$ cat src/rtl/note_sequencer.sv
// Song-table sequencer feeding the square-wave generator.
// Plays ROM entries {note, beats}; beats==0 ends or loops the song.
module note_sequencer #(
    parameter int ADDR_W         = 8,
    parameter int TICKS_PER_BEAT = 6250000,
    parameter int GAP_TICKS      = 250000
) (
    input  logic              clock,
    input  logic              rst_l,
    input  logic              start,
    input  logic              stop,
    input  logic              loop,
    output logic [ADDR_W-1:0] rom_addr,
    input  logic [15:0]       rom_data,
    output logic [7:0]        note,
    output logic              playing,
    output logic              beat_pulse,
    output logic              done
);

    localparam int TW = $clog2(TICKS_PER_BEAT);

    localparam logic [1:0] S_IDLE  = 2'd0;
    localparam logic [1:0] S_FETCH = 2'd1;
    localparam logic [1:0] S_LOAD  = 2'd2;
    localparam logic [1:0] S_PLAY  = 2'd3;

    localparam logic [31:0] GAP_START =
        32'(TICKS_PER_BEAT - GAP_TICKS);
    localparam logic [TW-1:0] LAST_TICK =
        TW'(TICKS_PER_BEAT - 1);

    logic [1:0]        state_q, state_d;
    logic [ADDR_W-1:0] addr_q, addr_d;
    logic [TW-1:0]     tick_q, tick_d;
    logic [7:0]        beats_q, beats_d;
    logic [7:0]        note_q, note_d;
    logic              done_q, done_d;

    logic last_tick;
    logic in_gap;
    logic is_play;

    assign is_play   = (state_q == S_PLAY);
    assign last_tick = (tick_q == LAST_TICK);
    // Silence the tail of the final beat so repeats re-articulate.
    assign in_gap    = (GAP_TICKS != 0)
                    && (beats_q == 8'd1)
                    && (32'(tick_q) >= GAP_START);

    assign rom_addr   = addr_q;
    assign note       = (is_play && !in_gap) ? note_q : 8'd0;
    assign playing    = (state_q != S_IDLE);
    assign beat_pulse = is_play && last_tick;
    assign done       = done_q;

    // Next-state logic for the playback FSM and counters.
    always_comb begin
        state_d = state_q;
        addr_d  = addr_q;
        tick_d  = tick_q;
        beats_d = beats_q;
        note_d  = note_q;
        done_d  = 1'b0;
        if (stop) begin
            state_d = S_IDLE;
            addr_d  = '0;
        end else begin
            case (state_q)
                S_IDLE: begin
                    if (start) begin
                        addr_d  = '0;
                        state_d = S_FETCH;
                    end
                end
                S_FETCH: begin
                    state_d = S_LOAD;
                end
                S_LOAD: begin
                    if (rom_data[7:0] == 8'd0) begin
                        addr_d = '0;
                        if (loop) begin
                            state_d = S_FETCH;
                        end else begin
                            done_d  = 1'b1;
                            state_d = S_IDLE;
                        end
                    end else begin
                        note_d  = rom_data[15:8];
                        beats_d = rom_data[7:0];
                        tick_d  = '0;
                        addr_d  = addr_q + ADDR_W'(1);
                        state_d = S_PLAY;
                    end
                end
                S_PLAY: begin
                    if (last_tick) begin
                        tick_d  = '0;
                        beats_d = beats_q - 8'd1;
                        if (beats_q == 8'd1) begin
                            state_d = S_FETCH;
                        end
                    end else begin
                        tick_d = tick_q + TW'(1);
                    end
                end
                default: begin
                    state_d = S_IDLE;
                    addr_d  = '0;
                end
            endcase
        end
    end

    // State registers with synchronous active-low reset.
    always_ff @(posedge clock) begin
        if (!rst_l) begin
            state_q <= S_IDLE;
            addr_q  <= '0;
            tick_q  <= '0;
            beats_q <= 8'd0;
            note_q  <= 8'd0;
            done_q  <= 1'b0;
        end else begin
            state_q <= state_d;
            addr_q  <= addr_d;
            tick_q  <= tick_d;
            beats_q <= beats_d;
            note_q  <= note_d;
            done_q  <= done_d;
        end
    end

endmodule

$ cat config.mk
export PLATFORM = sky130hd
export DESIGN_NAME = note_sequencer
export DESIGN_NICKNAME = d
export VERILOG_FILES = /design/src/rtl/note_sequencer.sv
export SDC_FILE = /design/constraint.sdc
export NUM_CORES = 1
export LEC_CHECK = 0
export BUFFER_PORTS_ARGS = -buffer_cell sky130_fd_sc_hd__buf_2
export CORE_ASPECT_RATIO = 1.1
export CORE_MARGIN = 1
export CORE_UTILIZATION = 25
export DETAILED_ROUTE_END_ITERATION = 16
export GPL_TIMING_DRIVEN = 0
export PLACE_DENSITY = 0.43
export SYNTH_ARGS = -nofsm -noshare
export SYNTH_HDL_FRONTEND = slang
export SYNTH_SLANG_ARGS = --single-unit
$ cat constraint.sdc
create_clock -name clock -period 2.8 [get_ports clock]
set_input_delay 0.56 -clock clock [delete_from_list [all_inputs] [get_ports clock]]
set_output_delay 0.56 -clock clock [all_outputs]
set_load 0.02 [all_outputs]
==> flow_summary_export.csv <==
group,metric,value,unit
route,post_drt_via_cell_ratio,4.69,
grt,global_route.usage.total,0.131,
cts,cts-hold-fix-buffers,0,
sta,rsz_0062_raised_after_global_routing,"true",
placement,gpl.final_weighted_congestion,0.746,
synth,mappedNetlistArea,2710,um2
route,routed_wl,7070,um
cts,worstSkewPairLatency,0.28,ns
die,initial_utilization,0.259,
synth,synth_simple_gate_area_share,0.298,
cts,htree_num_levels,2,
synth,ys_seq_elements,50,
finish,n_antenna_cell,0,
critical_path,critical_path_data_arrival_time,2.24,ns
synth,number_of_warnings_reported_in_the_yosys_synthesis_log,0,
power,report.power.total,1440,uW
cts,tritoncts,"built",
critical_path,critical_path_peak_fanout,8,
sta,minimum_period_implied_by_the_final_worst_setup_slack,2.80,ns
synth,synth-main-ff-cell,"dfxtp_1",
route,detail_route.first_pass.iterations,5,
status,outcome,"complete, but fails checks",
grt,grt.overflow.total,0,
finish,final_layout_size_suffix_gt1_frac,0.184,
grt,grt.met2_usage,0.210,
route,vias,2453,
die,core-area,10500,um2
finish,layout_common_cells,"dfxtp_1, buf_2, nor2_1",
critical_path,critical_path_rt,2.24,ns
cts,clock_tree.root_cell,"clkbuf_16",
die,placement_rows,39,
die,top_level_ports,40,
finish,final_util,0.320,
power,leakage,0.00117,uW
finish,layout.filler_cells,1126,
synth,adder_and_majority_cell_fraction_of_the_synthesized_area,0.0415,
critical_path,timing_worst_setup_path_type,"reg -> out",
route,route.detailed.wl_per_inst,13.5,um
route,drc_errors,0,
finish,nNetsFinal,409,
synth,ys_types,49,
flow_run,drv.max_cap_violation_count,0,
finish,synthToLayoutAreaGrowth,23.9,%
critical_path,element_type_at_the_critical_path_start,"flop",
cts,clkSlewWorstSetupHoldPaths,0.07,ns
synth,syn_area_per_cell,8.24,um2
placement,post-dp-hpwl,5110,um
power,pwr_density_cell,429,nW/um2
sta,fin_crit_sh,1.00,
critical_path,capturing_element_type_of_the_critical_path,"primary output",
grt,met3_track_demand_over_resource_in_global_routing,0.0189,
synth,post_synth_xor_area_fraction,0.0872,
grt,grt_pass1_vias,2297,
sta,clock.fmax,0.357,GHz
synth,synthCells,329,
cts,cts_inserted_buffers,5,
grt,grt_start_max_net_pins,17,
worst_hold_path,worst_hold_path.num_cells,1,
cts,clock_tree.buffer_depth,2,
sta,hold_viol_final,0,
die,die_area,11300,um2
placement,dp_slack,-0.456,ns
die,floorplan.die.width,101,um
sta,relSlewSlack,0.371,
grt,grt.met1_usage,0.183,
grt,grt_pass1_wl,11700,um
grt,grt-busiest-layer,"met2",
synth,portion_of_netlist_area_occupied_by_mux_cells,0.0374,
cts,clock_sinks,50,
finish,mostFrequentLayoutCell,"dfxtp_1",
synth,largest_area_contributor_in_the_netlist,"dfxtp_1",
synth,synth_top_family_by_area,"simple AND/OR/NAND/NOR gates",
synth,post_synthesis_net_count,359,
finish,register_area,1010,um2
sta,tightestPinTransition,0.940,ns
worst_hold_path,worstHoldPathType,"reg -> reg",
synth,synth-compound-area-share,0.125,
sta,finalSetupViolCount,1,
placement,port_buffers,38,
sta,slew_viol_final,0,
grt,grt_antenna_before_repair,0,
synth,synth_top_area_frac,0.369,
sta,finClkSkew,0.00608,ns
route,first_iter_violations,140,
finish,multi_input_logic_area,1660,um2
synth,synth-edff-count,0,
route,antenna_left,0,
synth,async_flop_share,0,
synth,synthTopCellsByArea,"dfxtp_1, xnor2_1, nor2_1",
sta,finalWorstSetupSlack,-0.00109,ns
die,floorplan.die.height,111,um
synth,seq_area_frac_synth,0.369,
critical_path,worst-r2r-cell-count,7,
power,worst_ir_drop_vdd,0.235,mV
status,failed_checks,"setup timing",
==> flip-flops by register name, indices dropped and copies added (netlist names) <==
signal and count:
tick_q 23, beats_q 8, note_q 8, rom_addr 8, state_q 2, done 1
==> per-stage QoR <==
step           cell area (um2)  std cells  hold slack [ns]  setup TNS, ns
6_report                  3360        523            0.495       -0.00109
5_1_grt                   3360        523            0.533         -0.652
4_1_cts                   3330        520            0.500        -0.0440
3_5_place_dp              3080        510            0.487          -3.56
3_3_place_gp              3080        510            0.487          -3.32
2_1_floorplan             2710        329            0.469              0
==> synth_stat cells, types with 3 or more instances <==
library cell	n
nand3_1	10
inv_1	14
and3_1	3
o211ai_1	7
nor3_1	11
nand2_1	29
nor2b_1	20
clkbuf_1	12
xor2_1	8
nand4_1	9
nor4_1	16
o21ai_0	16
nand2b_1	4
nor2_1	37
dfxtp_1	50
mux2i_1	9
buf_2	3
ha_1	9
xnor2_1	19
==> repair_timing <==
| action | 4_1_cts | 5_1_grt |
|---|---|---|
| buffers inserted | 3 | 3 |
| gates cloned | 0 | 0 |
| gates resized for setup | 10 | 5 |
| pin swaps | 5 | 4 |
| setup endpoints to repair | 9 | 9 |
==> area by class of cell <==
type	count	share of cell area
repair buffers	44	0.0722
plain buffers	14	0.0171
flip-flops and latches	50	0.299
well taps	143	0.0532
multi-input cells	250	0.493
inverters	14	0.0156
clock buffers	8	0.0495
==> metal layers <==
layer,vias to the layer above,wire [um]
met1,1142,3610
li1,1261,-
met4,0,48
met2,46,3200
met5,-,0
met3,4,214
==> logic make-up (layout without fill, tap and decap cells) <==
family / after synthesis / count (layout)
DFF: 50 / 50
AOI/OAI and AO/OA: 49 / 49
muxes: 10 / 10
xor gates and xnor gates: 27 / 27
and+or+nand+nor: 155 / 155
adders and majority gates: 9 / 9
buffers and inverters: 29 / 80
==> path summary, 6_finish.rpt <==
kind | slack [ns] | start | to
setup / recovery | -0.001 | beats_q[6] | note[2]
hold reg to reg | 0.49 | rom_addr[7] | rom_addr[7]
setup reg to reg | 0.17 | tick_q[6] | beats_q[3]
hold / removal | 0.49 | rom_addr[7] | rom_addr[7]
==> power by group <==
part | internal [uW] | leakage, uW | switching [uW] | total [uW]
clock network | 405 | 0.0000832 | 257 | 662
registers | 713 | 0.000405 | 2.09 | 715
logic | 27.2 | 0.000685 | 39.2 | 66.4
==> critical path, cell delays in order, from the launching register on <==
cell       delay, ns
dfxtp_1         0.31
or4_4           0.57
o41ai_4         0.37
nand3b_1        0.19
o2bb2ai_4       0.27
nor2b_1         0.08
buf_4           0.16
No activity file was read; power rests on OpenSTA's default activity.
